**src/rtl/program_loader.sv**
```systemverilog
// program_loader: boot-time writer for the processor's program memory.
// Accepts a framed byte stream (LEN_HI, LEN_LO, 4*N payload bytes, CHK)
// over a valid/ready handshake, assembles big-endian 32-bit words, writes
// them to consecutive word addresses starting at BASE_ADDRESS and verifies
// a trailing XOR checksum. The processor is held in reset until a frame
// has loaded cleanly.
module program_loader #(
  parameter int unsigned MEMORY_DEPTH = 64,
  parameter logic [31:0] BASE_ADDRESS = 32'h0040_0000,
  parameter bit          AUTO_START   = 1'b1
) (
  input  logic        clk,
  input  logic        reset,          // asynchronous, active-low
  input  logic [7:0]  byte_data_i,
  input  logic        byte_valid_i,
  output logic        byte_ready_o,
  input  logic        start_i,
  output logic        mem_write_o,
  output logic [31:0] mem_address_o,
  output logic [31:0] mem_data_o,
  output logic        cpu_hold_o,
  output logic        busy_o,
  output logic        done_o,
  output logic        error_o,
  output logic [15:0] word_count_o
);

  typedef enum logic [2:0] {
    S_IDLE,
    S_LEN_HI,
    S_LEN_LO,
    S_PAYLOAD,
    S_CHECK,
    S_DONE,
    S_ERROR
  } state_e;

  state_e      state_q,       state_d;
  logic [7:0]  len_hi_q,      len_hi_d;       // first length byte, held for LEN_LO
  logic [15:0] len_q,         len_d;          // N, words in this frame
  logic [7:0]  chk_q,         chk_d;          // running XOR of accepted frame bytes
  logic [17:0] byte_cnt_q,    byte_cnt_d;     // payload bytes accepted so far
  logic [23:0] word_q,        word_d;         // first three bytes of the word in flight
  logic [15:0] word_count_q,  word_count_d;
  logic        mem_write_q,   mem_write_d;
  logic [31:0] mem_address_q, mem_address_d;
  logic [31:0] mem_data_q,    mem_data_d;

  logic        accept;
  logic [15:0] len_next;
  logic [17:0] payload_bytes;

  // The loader is ready only while a frame is being received.
  assign byte_ready_o  = (state_q == S_LEN_HI)  || (state_q == S_LEN_LO) ||
                         (state_q == S_PAYLOAD) || (state_q == S_CHECK);
  assign busy_o        = byte_ready_o;
  assign done_o        = (state_q == S_DONE);
  assign error_o       = (state_q == S_ERROR);
  assign cpu_hold_o    = (state_q != S_DONE);
  assign mem_write_o   = mem_write_q;
  assign mem_address_o = mem_address_q;
  assign mem_data_o    = mem_data_q;
  assign word_count_o  = word_count_q;

  assign accept        = byte_valid_i && byte_ready_o;
  assign len_next      = {len_hi_q, byte_data_i};
  assign payload_bytes = {len_q, 2'b00};

  // Next-state, datapath updates and the registered write strobe.
  always_comb begin
    // NOTE: every _d gets a default before the case so no path leaves a
    // variable unassigned; an unassigned path in always_comb infers a latch.
    state_d       = state_q;
    len_hi_d      = len_hi_q;
    len_d         = len_q;
    chk_d         = chk_q;
    byte_cnt_d    = byte_cnt_q;
    word_d        = word_q;
    word_count_d  = word_count_q;
    mem_write_d   = 1'b0;
    mem_address_d = mem_address_q;
    mem_data_d    = mem_data_q;

    unique case (state_q)
      S_IDLE: begin
        if (AUTO_START || start_i) begin
          state_d      = S_LEN_HI;
          chk_d        = '0;
          byte_cnt_d   = '0;
          word_count_d = '0;
        end
      end

      S_LEN_HI: begin
        if (accept) begin
          len_hi_d = byte_data_i;
          chk_d    = chk_q ^ byte_data_i;
          state_d  = S_LEN_LO;
        end
      end

      S_LEN_LO: begin
        if (accept) begin
          len_d = len_next;
          chk_d = chk_q ^ byte_data_i;
          // Oversized frames are rejected before any write is issued.
          if ({16'd0, len_next} > MEMORY_DEPTH) begin
            state_d = S_ERROR;
          end else if (len_next == 16'd0) begin
            state_d = S_CHECK;
          end else begin
            state_d = S_PAYLOAD;
          end
        end
      end

      S_PAYLOAD: begin
        if (accept) begin
          chk_d      = chk_q ^ byte_data_i;
          byte_cnt_d = byte_cnt_q + 18'd1;
          word_d     = {word_q[15:0], byte_data_i};
          // Fourth byte of a word: strobe it out on the following cycle.
          // word_count_q already counts every earlier word, so it is the
          // index of this one.
          if (byte_cnt_q[1:0] == 2'b11) begin
            mem_write_d   = 1'b1;
            mem_data_d    = {word_q, byte_data_i};
            mem_address_d = BASE_ADDRESS + {14'd0, word_count_q, 2'b00};
            word_count_d  = word_count_q + 16'd1;
          end
          if (byte_cnt_d == payload_bytes) begin
            state_d = S_CHECK;
          end
        end
      end

      S_CHECK: begin
        if (accept) begin
          state_d = (byte_data_i == chk_q) ? S_DONE : S_ERROR;
        end
      end

      S_DONE, S_ERROR: begin
        // A reload starts from clean counters; memory already written stays.
        if (start_i) begin
          state_d      = S_LEN_HI;
          chk_d        = '0;
          byte_cnt_d   = '0;
          word_count_d = '0;
        end
      end

      default: state_d = S_IDLE;
    endcase
  end

  // State and datapath registers; reset also drops any pending write strobe.
  always_ff @(posedge clk or negedge reset) begin
    if (!reset) begin
      state_q       <= S_IDLE;
      len_hi_q      <= '0;
      len_q         <= '0;
      chk_q         <= '0;
      byte_cnt_q    <= '0;
      word_q        <= '0;
      word_count_q  <= '0;
      mem_write_q   <= 1'b0;
      mem_address_q <= '0;
      mem_data_q    <= '0;
    end else begin
      // NOTE: non-blocking assignments make every register sample the
      // pre-edge values, independent of statement order.
      state_q       <= state_d;
      len_hi_q      <= len_hi_d;
      len_q         <= len_d;
      chk_q         <= chk_d;
      byte_cnt_q    <= byte_cnt_d;
      word_q        <= word_d;
      word_count_q  <= word_count_d;
      mem_write_q   <= mem_write_d;
      mem_address_q <= mem_address_d;
      mem_data_q    <= mem_data_d;
    end
  end

endmodule
```
**config.mk**
```make
export PLATFORM = sky130hd
export DESIGN_NAME = program_loader
export DESIGN_NICKNAME = d
export VERILOG_FILES = /design/src/rtl/program_loader.sv
export SDC_FILE = /design/constraint.sdc
export NUM_CORES = 1
export LEC_CHECK = 0
export BUFFER_PORTS_ARGS = -buffer_cell sky130_fd_sc_hd__buf_2
export CORE_MARGIN = 2
export CORE_UTILIZATION = 40
export CTS_BUF_LIST = sky130_fd_sc_hd__clkbuf_2
export DETAILED_ROUTE_END_ITERATION = 8
export GPL_TIMING_DRIVEN = 0
export PLACE_DENSITY = 0.68
export SLEW_MARGIN = 10
export SYNTH_ARGS = -nofsm -noshare
export SYNTH_HDL_FRONTEND = slang
export SYNTH_SLANG_ARGS = --single-unit
```
**constraint.sdc**
```tcl
create_clock -name clk -period 3.5 [get_ports clk]
set_input_delay 0.875 -clock clk [delete_from_list [all_inputs] [get_ports clk]]
set_output_delay 0.875 -clock clk [all_outputs]
set_load 0.02 [all_outputs]
```
==> run summary <==
Once layout is done, the placed cells without fillers occupy 7777 um^2. STA puts the critical path data required time at 4110 ps. The post-detailed-route via-to-cell ratio was 5.024. The max-slew violation count was 0; the largest net degree at the start of global routing was 97. For this run, the register share of the synthesized area comes to 52.24%.

The switching fraction of total power came out at 36.80%. The highest layer used for signal routing is met4. The startpoint identified for the worst register-to-register timing path is byte_cnt_q[0]$_DFFE_PN0P_. Of the cells placed in the final design, the portion with a size suffix greater than 1 is 23.18%. VDD sags by at most 0.5580 mV.

The number of global-route vias before repair was 4,809; the part of the power in combinational logic was 33.2%. Along the worst path, the maximum fanout reaches 8. The I/O pin total was 98; the final worst-path cycle share was 87.66%. OpenSTA, run right after detailed placement, puts the worst setup slack at 436.8 ps. Including well taps, the total number of placed cells is 1,013. Summing all placed instances gives a cell area of 7591 um^2.

The number of synthesized register bits is 143. In this run the cell area of the synthesized design comes to 6850 um^2. The proportion of register bits with asynchronous set or reset after synthesis was 100.0%.

The floorplan has 47 rows. The clock passes through at most 2 buffers. The worst setup path startpoint is byte_cnt_q[0]$_DFFE_PN0P_. Transition time of the tightest slew-check pin: 936.5 ps. By startpoint and endpoint, the worst setup path is classified as reg -> reg.

The floorplan step defined a core boundary enclosing 16,640 um^2. The first TritonRoute pass finished after 5 iterations. The worst setup path is captured at a register.

The clock-pin slew on the worst setup and hold paths is 200 ps. The switching power is 1.652 mW, and the number of DRC violations after detailed-routing iteration 0 is 314. The tool flagged a number of max-cap violations equal to 0. For the number of buffers added for setup after CTS, the log shows 0.

The most used flip-flop cell after synthesis is sky130_fd_sc_hd__dfrtp_1. The worst hold path belongs to the class reg -> reg. Averaged over all synthesized cells, the footprint is 9.744 um^2. The H-tree was split into 4 levels. At the end of the flow the core is filled with cells to 46.73%. For this design the ratio of total power to cell area is 577.1 nW/um^2.

Total internal power: 2.837 mW. The cell sitting at the root of the clock tree is a sky130_fd_sc_hd__clkbuf_2. The wire-length estimate of the detail-placed layout is 10.96 mm. Setup repair after global routing left no endpoint under its margin. Fill cells in the final layout number 1,585. Origin of the worst min-delay path: word_q[17]$_DFFE_PN0P_. The run gives 880 um as the total length of routed met3 wires. The reported leakage power was 3.928 nW; the post-synthesis to final-layout area growth was 13.53%. After the flow finishes, the layout carries non-filler instances totaling 1,045. Summed over all nets, wire length on met2 after detailed routing comes to 6.934 mm. The netlist uses 58 different library cells. Summed over all layers, the routed wires come to 15.41 mm.

The count of unresolved DRC violations after routing came out at 0. Critical path startpoint category: a register. For this block, wires on met1 add up to 7.438 mm. The post-route antenna net violation count was 0; the number of sinks handled by clock tree synthesis was 143.

The least setup slack across all paths after layout was 431.7 ps; the number of hold violations in the final report was 0. Sequential cells burn 49.0% of the power. The first global-routing pass estimated 25.01 mm of wire. The run gives 17.8% as the clock network fraction of total power. The clock reaches the later pin of the worst-skew pair after 690 ps.

The run gives 2972 um^2 as the total area of multi-input combinational cells. The tools report the largest clock skew in the final design as 29.76 ps. In this run the tightest slew margin relative to its limit is 37.40%. The cell count after synthesis came out at 703.

For the global routing usage summed across all routing layers, the log shows 17.62%. The initial core utilization is 41.16%, and the number of enable-type register cells in the synthesized netlist is 0. The total clock buffers created by CTS came out at 17. The count of input and output buffers is 75, and the register area is 3578 um^2. The die height came out at 134.9 um.

Number of antenna violations at the first check in global routing: 1. Routability-driven placement finished with a final weighted congestion of 0.8715. From left edge to right edge, the die measures 134.9 um. The floorplan step defined a die boundary enclosing 18,190 um^2.

For this run, the post-layout net count is 828. The tools report the arrival time at the worst endpoint as 3680 ps. The count of final setup violators came out at 0. Yosys printed 0 warnings. Hold is met by 471.8 ps. The total overflow left after global routing is 0. The highest clock frequency the design can meet was 325.9 MHz; the count of vias placed by the detailed router was 5,250. The smallest clock period supported by the final layout is computed as 3068 ps. TritonCTS built the clock tree.

After detailed routing, the average wire length per cell comes to 14.75 um. The flow ran to the end, and the final reports show no timing, DRC or antenna violations.
[what timing repair did]
| item | 4_1_cts | 5_1_grt |
|---|---|---|
| resized for setup | 0 | 0 |
| hold buffers | 0 | 1 |
| hold endpoints to repair | 0 | 1 |
[metrics by stage]
step	setup TNS [ps]	power, mW
floorplan	0	3.303
global placement	-72760	3.684
detailed placement	0	3.730
CTS	0	4.527
global route	0	4.806
finish	0	4.488
[worst paths after layout]
check	endpoint	slack [ps]	depth (start not counted)
setup / recovery	state_q[0]$_DFFE_PN0P_	430	9
hold / removal	mem_data_o[25]$_DFFE_PN0P_	470	2
setup reg to reg	state_q[0]$_DFFE_PN0P_	430	9
min in group asynchronous	mem_address_o[4]$_DFFE_PN0P_	660	2
max in group asynchronous	len_hi_q[6]$_DFFE_PN0P_	2050	3
hold reg to reg	mem_data_o[25]$_DFFE_PN0P_	470	2
[placed cells by master, fill, tap and decap left out, types with 6 or more instances in the layout]
master,synthesis,final
sky130_fd_sc_hd__buf_4,19,19
sky130_fd_sc_hd__clkbuf_1,30,30
sky130_fd_sc_hd__a21oi_1,13,13
sky130_fd_sc_hd__xor2_1,18,18
sky130_fd_sc_hd__and3_1,6,6
sky130_fd_sc_hd__nand2b_1,13,13
sky130_fd_sc_hd__mux2_2,44,44
sky130_fd_sc_hd__o21ai_0,55,55
sky130_fd_sc_hd__nand3_1,16,16
sky130_fd_sc_hd__xnor2_1,19,19
sky130_fd_sc_hd__or3_1,6,6
sky130_fd_sc_hd__clkbuf_2,1,21
sky130_fd_sc_hd__inv_1,14,14
sky130_fd_sc_hd__nand2_1,174,174
sky130_fd_sc_hd__dfrtp_1,143,143
sky130_fd_sc_hd__conb_1,1,15
sky130_fd_sc_hd__nor2_1,45,45
sky130_fd_sc_hd__nand4_1,11,11
sky130_fd_sc_hd__buf_2,5,79
[cells by family (layout without fill, tap and decap cells)]
family          Yosys count  in the layout  share of synthesized area (%)
compound gates           95             95                          8.457
xor+xnor                 38             38                          4.968
simple gates            302            302                          20.27
buf+inv                  71            178                          5.151
flops                   143            143                          52.24
mux                      50             50                          8.201
fa+ha+maj                 3              3                         0.6575
other cells               1             16                        0.05474
[cells in the mapped netlist (all sizes together), types with 2 or more instances]
cell type	count	area (um^2)
nand2	174	653.1
dfrtp	143	3578
o21ai	56	280.3
mux2	49	551.8
nor2	45	168.9
clkbuf	31	117.6
buf	25	178.9
xnor2	20	182.7
xor2	18	157.7
nand3	16	80.08
inv	15	56.30
a21oi	13	65.06
nand2b	13	81.33
nand4	12	81.33
nor4	9	81.33
and3	7	45.05
nor3	7	45.04
or3	6	37.54
a31oi	5	31.28
o31ai	3	22.52
o41ai	3	26.28
or2	3	18.77
a41o	2	20.02
and4	2	17.52
ha	2	25.02
nand3b	2	18.77
nor4b	2	30.03
or4	2	15.01
[registers in the layout, summed over array words and instances (netlist names), 3 cells and up]
register	cells
chk_q	8
word_count_o	16
state_q	3
byte_cnt_q	18
len_q	16
len_hi_q	8
mem_address_o	17
word_q	24
mem_data_o	32
[power groups by stage]
| stage | registers [mW] | clock network (mW) | logic, mW |
|---|---|---|---|
| floorplan | 2.15 | 0 | 1.15 |
| global placement | 2.22 | 0 | 1.46 |
| detailed placement | 2.23 | 0 | 1.50 |
| CTS | 2.20 | 0.831 | 1.50 |
| global route | 2.24 | 0.901 | 1.66 |
| finish | 2.20 | 0.801 | 1.49 |
[final cells by class]
type / instances / area share (%)
flip-flops and latches: 143 / 46.01
well taps: 220 / 3.539
clock inverters: 10 / 0.9492
repair buffers: 77 / 5.438
diodes: 1 / 0.03218
inverters: 15 / 0.7239
clock buffers: 20 / 1.287
multi-input cells: 503 / 38.21
plain buffers: 56 / 3.813
[routing by layer]
layer  GRT usage [%]  vias up
met5               0        -
met4           5.497        0
met3           3.941        8
met2           25.78      146
met1           26.07     2543
li1                -     2553
[worst max-delay path, cell delays in order (launching register included)]
cell and delay, ps:
sky130_fd_sc_hd__dfrtp_1 460, sky130_fd_sc_hd__ha_1 170, sky130_fd_sc_hd__buf_2 180, sky130_fd_sc_hd__nand4_1 400
sky130_fd_sc_hd__nor4_2 430, sky130_fd_sc_hd__xnor2_1 190, sky130_fd_sc_hd__nand4_1 140, sky130_fd_sc_hd__a2111oi_2 460
sky130_fd_sc_hd__a31oi_1 220, sky130_fd_sc_hd__mux2_1 350
(Power assumes the default switching activity.)
